## config.mk

```make
export PLATFORM = sky130hd
export DESIGN_NAME = sram_arbiter
export DESIGN_NICKNAME = d
export VERILOG_FILES = /design/src/rtl/sram_arbiter.sv
export SDC_FILE = /design/constraint.sdc
export NUM_CORES = 1
export LEC_CHECK = 0
export ABC_AREA = 1
export CAP_MARGIN = 5
export CORE_MARGIN = 4
export CORE_UTILIZATION = 30
export CTS_CLUSTER_DIAMETER = 120
export DETAILED_ROUTE_END_ITERATION = 16
export GPL_TIMING_DRIVEN = 0
export HOLD_SLACK_MARGIN = 0.08
export SYNTH_ARGS = -nofsm -noshare
export SYNTH_HDL_FRONTEND = slang
export SYNTH_SLANG_ARGS = --single-unit
```

## constraint.sdc

```tcl
create_clock -name abus_clk -period 2.3 [get_ports abus_clk]
set_clock_uncertainty 0.1 [all_clocks]
set_input_delay 0.575 -clock abus_clk [delete_from_list [all_inputs] [get_ports abus_clk]]
set_output_delay 0.575 -clock abus_clk [all_outputs]
set_load 0.05 [all_outputs]
```

## src/rtl/sram_arbiter.sv

```systemverilog
// rtl/sram_arbiter.sv - round-robin arbiter for the shared SRAM slave port; optional timeout/abort under SRAM_ARB_TIMEOUT_EN
module sram_arbiter #(
  parameter int NREQ    = 2,
  parameter int AW      = 10,
  parameter int DW      = 32,
  parameter int TIMEOUT = 15
) (
  input  logic               abus_clk,
  input  logic               abus_rstb,
  input  logic [NREQ-1:0]    req_write,
  input  logic [NREQ-1:0]    req_read,
  input  logic [NREQ*AW-1:0] req_addr,
  input  logic [NREQ*DW-1:0] req_wdata,
  output logic [NREQ-1:0]    req_ack,
  output logic [NREQ-1:0]    req_err,
  output logic [DW-1:0]      req_rdata,
  output logic               abus_swrite,
  output logic               abus_sread,
  output logic               abus_sabort,
  output logic [AW-1:0]      abus_saddr,
  output logic [DW-1:0]      abus_swdata,
  input  logic [DW-1:0]      abus_srdata,
  input  logic               abus_sready
);

  localparam int IW  = (NREQ > 1) ? $clog2(NREQ) : 1;
  localparam int IW1 = IW + 1;

  if (NREQ < 2 || NREQ > 8 || TIMEOUT < 1 || TIMEOUT > 255) begin : g_param_check
    $error("sram_arbiter: parameter out of range");
  end

  typedef enum logic [2:0] {
    IDLE,
    ISSUE,
    WAIT,
`ifdef SRAM_ARB_TIMEOUT_EN
    ABORT,
`endif
    DONE
  } state_t;

  state_t            state_q;
  state_t            state_d;
  logic [IW-1:0]     grant_q;
  logic [IW-1:0]     rr_ptr;
  logic              dir_q;
  logic [NREQ-1:0]   pending;
  logic [NREQ-1:0]   grant_oh;
  logic [AW-1:0]     addr_arr  [NREQ];
  logic [DW-1:0]     wdata_arr [NREQ];
  logic              win_any;
  logic [IW-1:0]     win_idx;
  logic              win_dir;
  logic [AW-1:0]     win_addr;
  logic [DW-1:0]     win_wdata;
  logic [IW:0]       sum;
  logic [IW-1:0]     sel;
`ifdef SRAM_ARB_TIMEOUT_EN
  logic [7:0]        cnt_q;
  logic              err_q;
`endif

  for (genvar g = 0; g < NREQ; g++) begin : g_unpack
    assign addr_arr[g]  = req_addr[g*AW +: AW];
    assign wdata_arr[g] = req_wdata[g*DW +: DW];
  end

  assign pending  = req_write | req_read;
  assign grant_oh = NREQ'(1) << grant_q;

  // Round-robin pick: first pending requester at or after rr_ptr, wrapping; write wins over read
  always_comb begin
    win_any   = 1'b0;
    win_idx   = '0;
    win_dir   = 1'b0;
    win_addr  = '0;
    win_wdata = '0;
    sum       = '0;
    sel       = '0;
    for (int i = 0; i < NREQ; i++) begin
      sum = {1'b0, rr_ptr} + IW1'(i);
      if (sum >= IW1'(NREQ)) begin
        sum = sum - IW1'(NREQ);
      end
      sel = sum[IW-1:0];
      if (!win_any && pending[sel]) begin
        win_any   = 1'b1;
        win_idx   = sel;
        win_dir   = req_write[sel];
        win_addr  = addr_arr[sel];
        win_wdata = wdata_arr[sel];
      end
    end
  end

  // State register
  always_ff @(posedge abus_clk or negedge abus_rstb) begin
    if (!abus_rstb) begin
      state_q <= IDLE;
    end else begin
      state_q <= state_d;
    end
  end

  // Next state and per-state strobes toward the SRAM controller and requesters
  always_comb begin
    state_d     = state_q;
    abus_swrite = 1'b0;
    abus_sread  = 1'b0;
    abus_sabort = 1'b0;
    req_ack     = '0;
    req_err     = '0;
    case (state_q)
      IDLE: begin
        if (win_any) begin
          state_d = ISSUE;
        end
      end
      ISSUE: begin
        abus_swrite = dir_q;
        abus_sread  = !dir_q;
        state_d     = WAIT;
      end
      WAIT: begin
        if (abus_sready) begin
          state_d = DONE;
        end
`ifdef SRAM_ARB_TIMEOUT_EN
        else if (cnt_q == 8'd0) begin
          state_d = ABORT;
        end
        // sready in the same cycle the count expires completes normally
`endif
      end
`ifdef SRAM_ARB_TIMEOUT_EN
      ABORT: begin
        abus_sabort = 1'b1;
        state_d     = DONE;
      end
`endif
      DONE: begin
        req_ack = grant_oh;
`ifdef SRAM_ARB_TIMEOUT_EN
        if (err_q) begin
          req_err = grant_oh;
        end
`endif
        state_d = IDLE;
      end
      default: begin
        state_d = IDLE;
      end
    endcase
  end

  // Transaction latches, read-data capture, timeout counter and round-robin pointer
  always_ff @(posedge abus_clk or negedge abus_rstb) begin
    if (!abus_rstb) begin
      grant_q     <= '0;
      rr_ptr      <= '0;
      dir_q       <= 1'b0;
      abus_saddr  <= '0;
      abus_swdata <= '0;
      req_rdata   <= '0;
`ifdef SRAM_ARB_TIMEOUT_EN
      cnt_q       <= '0;
      err_q       <= 1'b0;
`endif
    end else begin
      case (state_q)
        IDLE: begin
          if (win_any) begin
            grant_q     <= win_idx;
            dir_q       <= win_dir;
            abus_saddr  <= win_addr;
            abus_swdata <= win_wdata;
`ifdef SRAM_ARB_TIMEOUT_EN
            err_q       <= 1'b0;
`endif
          end
        end
        ISSUE: begin
`ifdef SRAM_ARB_TIMEOUT_EN
          cnt_q <= 8'(TIMEOUT);
`endif
        end
        WAIT: begin
          if (abus_sready) begin
            req_rdata <= dir_q ? '0 : abus_srdata;
          end
`ifdef SRAM_ARB_TIMEOUT_EN
          else if (cnt_q != 8'd0) begin
            cnt_q <= cnt_q - 8'd1;
          end
`endif
        end
`ifdef SRAM_ARB_TIMEOUT_EN
        ABORT: begin
          err_q     <= 1'b1;
          req_rdata <= '0;
        end
`endif
        DONE: begin
          rr_ptr <= (grant_q == IW'(NREQ - 1)) ? '0 : grant_q + IW'(1);
        end
        default: begin
        end
      endcase
    end
  end

endmodule

```

**Yosys cells after proc, flatten, opt, wreduce, memory -nomap -nowiden**

Cells that the tools add are included.

- Add/sub/neg operators: 4
- Multipliers: 0
- Divide/modulo/power cells: 0
- $lt $le $gt $ge: 6
- Eq/ne operators: 5
- Shifts and indexed selects: 1
- Muxes and demuxes: 40
- Bitwise logic cells: 3
- Reduce and logical (&&, ||, !) cells: 7

Operators by type and width:

| kind | count |
|---|---|
| 32-bit 2-to-1 mux | 9 |
| 10-bit 2-to-1 mux | 8 |
| 1-bit 2-to-1 mux | 19 |
| 3-bit case mux with 3 select lines | 1 |
| 3-bit by 2-bit == test with 1-bit output, second input constant | 2 |
| 2-bit >= comparator, second input constant | 3 |
| 3-bit 2-to-1 mux | 2 |
| 2-bit AND reduction | 3 |
| 1-bit by 2-bit less-than comparator with 1-bit output, second input constant | 2 |
| 2-bit inequality test, second input constant | 2 |
| 1-bit inverter with 2-bit output | 2 |
| 3-bit by 1-bit == test with 1-bit output, second input constant | 1 |
| 3-bit logical NOT | 1 |
| 1-bit by 1-bit adder with 2-bit output, second input constant | 1 |
| 1-bit by 2-bit >= comparator with 1-bit output, second input constant | 1 |
| 1-bit logical NOT | 2 |
| 2-bit 2-to-1 mux | 1 |
| 2-bit bitwise OR | 1 |
| 1-bit by 1-bit left shift with 2-bit output, first input constant | 1 |
| 1-bit subtractor, second input constant | 2 |
| 1-bit adder, second input constant | 1 |
| 1-bit logical AND | 1 |

- Flip-flop bits (word level): 80
- Bits in latches: 0
- RAM bits: 0
- Bits in read-only memories: 0
- Bits of input ports: 123
- Logic and storage cells: 73
- Memories: 0

**Logic depth before layout (Yosys ltp)**

- Depth after elaboration: 10
- Depth in mapped cells: 10

**Worst setup path before layout**

No wires, ideal clock.

- Path type: reg-to-output
- Start point: register state_q[1]
- End point: output abus_sread
- Data arrival time: 1.291 ns
- Required time: 1.625 ns
- Slack: 0.334 ns
- Stages on the path, launching flop included: 5
- Path buffers: 0
- Cells stage by stage: dfrtp_1 -> inv_1 -> ha_1 -> inv_1 -> nor2_1

- Word-level cells in the longest chain between the ends: 2

Ends and longest elaborated chain:

| element | RTL line | source |
|---|---|---|
| start, declared | 43 | `state_t state_q;` |
| start signal, assigned | 102 | `state_q <= state_d;` |
| 3-bit by 1-bit == test with 1-bit output | 114 | `case (state_q)` |
| 1-bit 2-to-1 mux | 114 |  |
| end, declared | 18 | `output logic abus_sread,` |

Every way passes these cells.

**Worst setup path after layout**

- Start point: register abus_saddr[1]
- End point: output abus_saddr[1]

RTL lines:

| element | RTL line | source |
|---|---|---|
| start, declared | 20 | `output logic [AW-1:0] abus_saddr,` |
| start signal, assigned | 176 | `abus_saddr <= win_addr;` |

No word-level cell between the ends.

==> flow_summary.ini <==
[logic_synthesis]
ys_seq_area_share_pct = 40.0
syn_inst = 782
yosys_warnings = 0
synth.avg_cell_area_um2 = 6.32
yosysTopAreaCell = dfrtp_1
ys_types = 21
ys_top_cells_by_area = dfrtp_1, nand2_1, nand3_1
synth_top_area_share_pct = 40.0
syn_area_um2 = 4950
synth_seq_cells = 79

[drt]
first_pass_iters = 5
wl_mm = 18.2
post-route-drc-count = 0
wire_per_inst_um = 15.0
vias = 5596
ant_nets = 0
vias_per_cell = 4.60
drt-initial-drc-count = 395

[power]
power_density_nw_per_um2 = 1360
ir_drop_uv = 580
p_leak_nw = 3.89

[grt]
grt_start_max_net_pins = 45
grt_pass1_vias = 5394
antenna_found_initial = 0
grt-ovfl-total = 0
grt_pass1_wl_mm = 28.6
track_usage_pct = 19.5

[setup_path]
path_max_fanout = 2
cp.arrival_ns = 1.55
startpoint = abus_saddr[1]
cp_top_family = buffers and inverters
reg2reg_depth = 5
critPathSlowestCell = clkdlybuf4s50_1
path_cells = clkdlybuf4s50_1
slowest_delay_ns = 0.84
endpoint = abus_saddr[1]
crit_cells = 1
rrSetupSlack_ns = 0.52
cp-start-kind = register
r2r-start = state_q[0]
r2r_end = req_rdata[15]
crit_type = reg2out
required_ns = 1.62
cp-end-kind = output port
critical_path_buf_inv_count = 1

[sta]
whs_ns = 0.117
setup_viol = 0
rsz0062_at_grt = false
relSlewSlack_pct = 62.5
layout_setup_ws_ns = 0.0779
tightest_slew_ns = 0.563
drv_slew = 0
tns_ns = 0
fmax_ghz = 0.450
layout_worst_path_cycle_share_pct = 96.6
post-route-min-period_ns = 2.22
finalHoldViolCount = 0

[final_layout]
drive_above_1_share_pct = 7.49
nets = 1123
final_cells = 1217
diodes = 0
layout_common_cells = nand2_1, clkdlybuf4s50_1, nand3_1
layout_commonest_cell = nand2_1
area_delta_synth_final_pct = 53.1

[placed_design]
hpwlAfterDp_mm = 13.2
post-place-ws_ns = -0.0218
port_buffers = 200
post-place-cells = 1201
place.gp.congestion = 0.794

[flow_run]
cap_violations = 0

[clock_tree]
cts.sinks = 79
cts_buffer_depth = 2
numCtsBuffers = 9
cts_tree = built
cts.clk_slew.worst_paths_ns = 0.07
clockRootBuffer = clkbuf_16
post-cts-setup-buffers = 0
clock_latency_ns = 0.33
htreeDepth = 3

[floorplan]
core_area_um2 = 16000
die_x_um = 136
rows = 46
start_util_pct = 30.9
io-pin-count = 204
die_y_um = 136
die_area_um2 = 18600

[worst_hold_path]
hp-class = in2async

[outcome]
status = completed
## metrics by stage
step | utilization, % | cell area (um2) | total power [mW]
2_1_floorplan | - | 4950 | 6.58
3_3_place_gp | 45.2 | 7230 | 8.74
3_5_place_dp | 45.3 | 7250 | 8.76
4_1_cts | 47.3 | 7570 | 10.4
5_1_grt | 47.3 | 7570 | 11.1
6_report | 47.3 | 7570 | 10.3
## cells by family after synthesis
group	Yosys count	share of synthesized area, %
adders and majority gates	4	1.01
DFF	79	40.0
AOI/OAI and AO/OA	42	4.28
and+or+nand+nor	588	47.4
buffers and inverters	68	7.23
other	1	0.0758
## what timing repair did
item / CTS / global route
endpoints found under the setup margin: 4 / 1
gates resized for setup: 10 / 2
gates cloned: 0 / 0
pin swaps: 0 / 0
endpoints found under the hold margin: 0 / 0
hold buffers: 0 / 0
## per-layer routing
layer  vias to the layer above  share of wire, %  global-route usage (%)
met2                       168                48                    31.7
li1                       2849                 -                       -
met4                         0               1.7                    6.44
met5                         -                 0                       0
met3                        19               5.5                    3.22
met1                      2560                45                    26.4
## worst min-delay path by stage
stage | start | end | depth (start not counted)
floorplan | abus_rstb | abus_saddr[0] | 0
global placement | abus_swdata[2] | abus_swdata[2] | 2
detailed placement | abus_swdata[17] | abus_swdata[17] | 2
CTS | abus_rstb | abus_saddr[2] | 1
global route | abus_rstb | abus_saddr[2] | 1
finish | abus_rstb | abus_saddr[2] | 1
## area by class of cell
| type | instances | area, um2 |
|---|---|---|
| buffer | 55 | 307 |
| clock buffer | 10 | 229 |
| clock inverter | 6 | 92.6 |
| fill | 1684 | 8430 |
| inverter | 13 | 51.3 |
| multi-input combinational | 637 | 2620 |
| sequential | 79 | 1980 |
| tap | 216 | 270 |
| timing repair buffer | 201 | 2030 |
## state kept, by name, summed over array words and instances, names as in the netlist
| name | count |
|---|---|
| abus_saddr | 10 |
| abus_swdata | 32 |
| dir_q | 1 |
| grant_q | 1 |
| req_rdata | 32 |
| rr_ptr | 1 |
| state_q | 2 |
## power breakdown
group          switching [mW]  leakage [nW]  internal (mW)
Clock                   0.631         0.150          0.960
Combinational            4.33          2.73           2.11
Sequential              0.318          1.01           1.95
Total                    5.28          3.89           5.02
## cells in the mapped netlist
library cell,count
nor2_4,1
nand2_1,492
o21ai_1,1
clkbuf_1,10
inv_4,1
inv_2,1
nor2_1,4
a21oi_1,2
buf_6,3
buf_2,32
buf_4,10
dfrtp_1,79
ha_1,4
o22ai_1,1
conb_1,1
nor2_2,1
nand3_1,85
inv_1,11
o21ai_0,38
nand2_2,3
nand2_4,2
Note: power is estimated with default switching activity, not from simulation.
==> RTL change, RTL diff (same flow settings) <==
The 4 states of `state_t` get a one-hot encoding in 4 bits.
--- a/src/rtl/sram_arbiter.sv
+++ b/src/rtl/sram_arbiter.sv
@@ -30,14 +30,14 @@
     $error("sram_arbiter: parameter out of range");
   end
 
-  typedef enum logic [2:0] {
-    IDLE,
-    ISSUE,
-    WAIT,
+  typedef enum logic [3:0] {
+    IDLE  = 4'b0001,
+    ISSUE = 4'b0010,
+    WAIT  = 4'b0100,
 `ifdef SRAM_ARB_TIMEOUT_EN
     ABORT,
 `endif
-    DONE
+    DONE  = 4'b1000
   } state_t;
 
   state_t            state_q;
Formal check against the unedited RTL: no difference found for any inputs over 10 cycles, from zero or initial values and one cycle with abus_rstb low; not proved beyond that.
==> RTL change against the unedited design <==
Worst setup slack lost 0.034 ns. Cell area grew 0.88%. Wire length grew 2.1%. Sequential cell count grew 2. Power grew 1.2%. Area after synthesis grew 1.5%. Critical path depth is the same. Hold slack gained 0.26 ns. Largest cell class unchanged. Critical endpoint is now abus_swdata[14]. Highest routed layer is now met5.
==> RTL change: results (changes against the unedited design) <==
Unique masters post-synth 22 (+4.8%); Async SR Flop Fraction 1.00 (unchanged); status finished, final reports clean; synth cell count leaders nand2_1, nand3_1, dfrtp_1, o21ai_0, buf_2; CP max-delay cell clkdlybuf4s50_1; top flop regs abus_swdata (32), req_rdata (32), abus_saddr (10); DP HPWL 13400 um (+2.0%); DR iter-0 viols 344 (-13%); first-pass GRT wire length 29400 um (+3.1%); Slew Limit Headroom 0.618 (-0.00694); Max Fanout on Critical Path 2 (unchanged); routability cong. 0.805 (+1.4%); Synth area leaders dfrtp_1, nand2_1, nand3_1; via count 5738 (+2.5%); Min-Delay Endpoint abus_swdata[13]; share of layout cells above drive strength 1 0.0808 (+0.00591); Main synth FF type dfrtp_1; Place WS -0.192 ns (-0.170 ns); DR WL/cell 15.2 um (+1.6%); initial antenna violation count 2 (+2); GRT Total Usage 0.199 (+0.00389); vias in the first global route 5476 (+1.5%); reg2reg setup slack 0.64 ns (+0.12 ns); Reg clk slew, reported paths approximately 0.060 ns; nets@finish 1120 (-0.27%); hold_ws 0.378 ns (+0.261 ns); worst IR drop on VDD 0.000647 V (+11%); leakage power 3.98 nW (+2.2%); htree depth 3 (unchanged); HP Class reg2reg; clock buffer depth 2 (unchanged); Reg2Reg Depth 7 (+2); sequential-to-total area share from yosys stat 0.404 (+0.00414); largest net degree at the start of global routing 64 (+42%); worst r2r src state_q[0]; r2r endpoint abus_swdata[6]; YS warnings 0 (unchanged)
## RTL change: worst max path at each step
stage | from | endpoint | slack, ns
2_1_floorplan | state_q[2] | abus_sread | 0.16
3_3_place_gp | abus_rstb | abus_saddr[2] | -2.75
3_5_place_dp | dir_q | abus_swrite | -0.19
4_1_cts | state_q[1] | req_ack[1] | 0.03
5_1_grt | state_q[2] | abus_sread | 0.007
6_report | abus_swdata[14] | abus_swdata[14] | 0.04
## RTL change: per-stage QoR
step,instances,util,area (um2),setup TNS (ns),power [mW]
floorplan,785,-,5030,0,6.74
global route,1223,0.464,7640,0,11.2
CTS,1222,0.464,7640,0,10.5
finish,1223,0.464,7640,0,10.4
global placement,1205,0.444,7310,-222.16,8.94
detailed placement,1206,0.445,7330,-0.709,8.97
## RTL change: power by group
part | leakage, nW | internal (mW) | switching, mW | total (mW)
Sequential | 1.04 | 2.00 | 0.307 | 2.31
Combinational | 2.79 | 2.16 | 4.45 | 6.62
Clock | 0.143 | 0.879 | 0.622 | 1.50
Total | 3.98 | 5.04 | 5.38 | 10.4
## RTL change: area by class of cell
| class | count | area (um2) |
|---|---|---|
| diodes | 1 | 2.50 |
| plain buffers | 57 | 330 |
| clock buffers | 11 | 243 |
| clock inverters | 5 | 62.6 |
| fillers | 1687 | 8830 |
| inverters | 8 | 32.5 |
| multi-input cells | 638 | 2640 |
| flip-flops and latches | 81 | 2030 |
| well taps | 220 | 275 |
| repair buffers | 202 | 2030 |
## RTL change: metal layers
layer	track usage	share of wire
met5	0	0.00038
met4	0.0809	0.028
met3	0.0340	0.056
met2	0.306	0.46
met1	0.276	0.46
## RTL change: timing repair
item,4_1_cts,5_1_grt
hold buffers,1,0
hold endpoints to repair,18,0
gates cloned,0,0
setup endpoints to repair,4,2
gates resized for setup,17,3
pin swaps,0,0
## RTL change: cells by family (layout without fill, tap and decap cells)
logic type / after synthesis / after routing / share of synthesized area
DFF: 81 / 81 / 0.404
AOI/OAI and AO/OA: 40 / 40 / 0.0401
and+or+nand+nor: 595 / 595 / 0.482
buffers and inverters: 66 / 283 / 0.0730
other: 1 / 4 / 0.000747
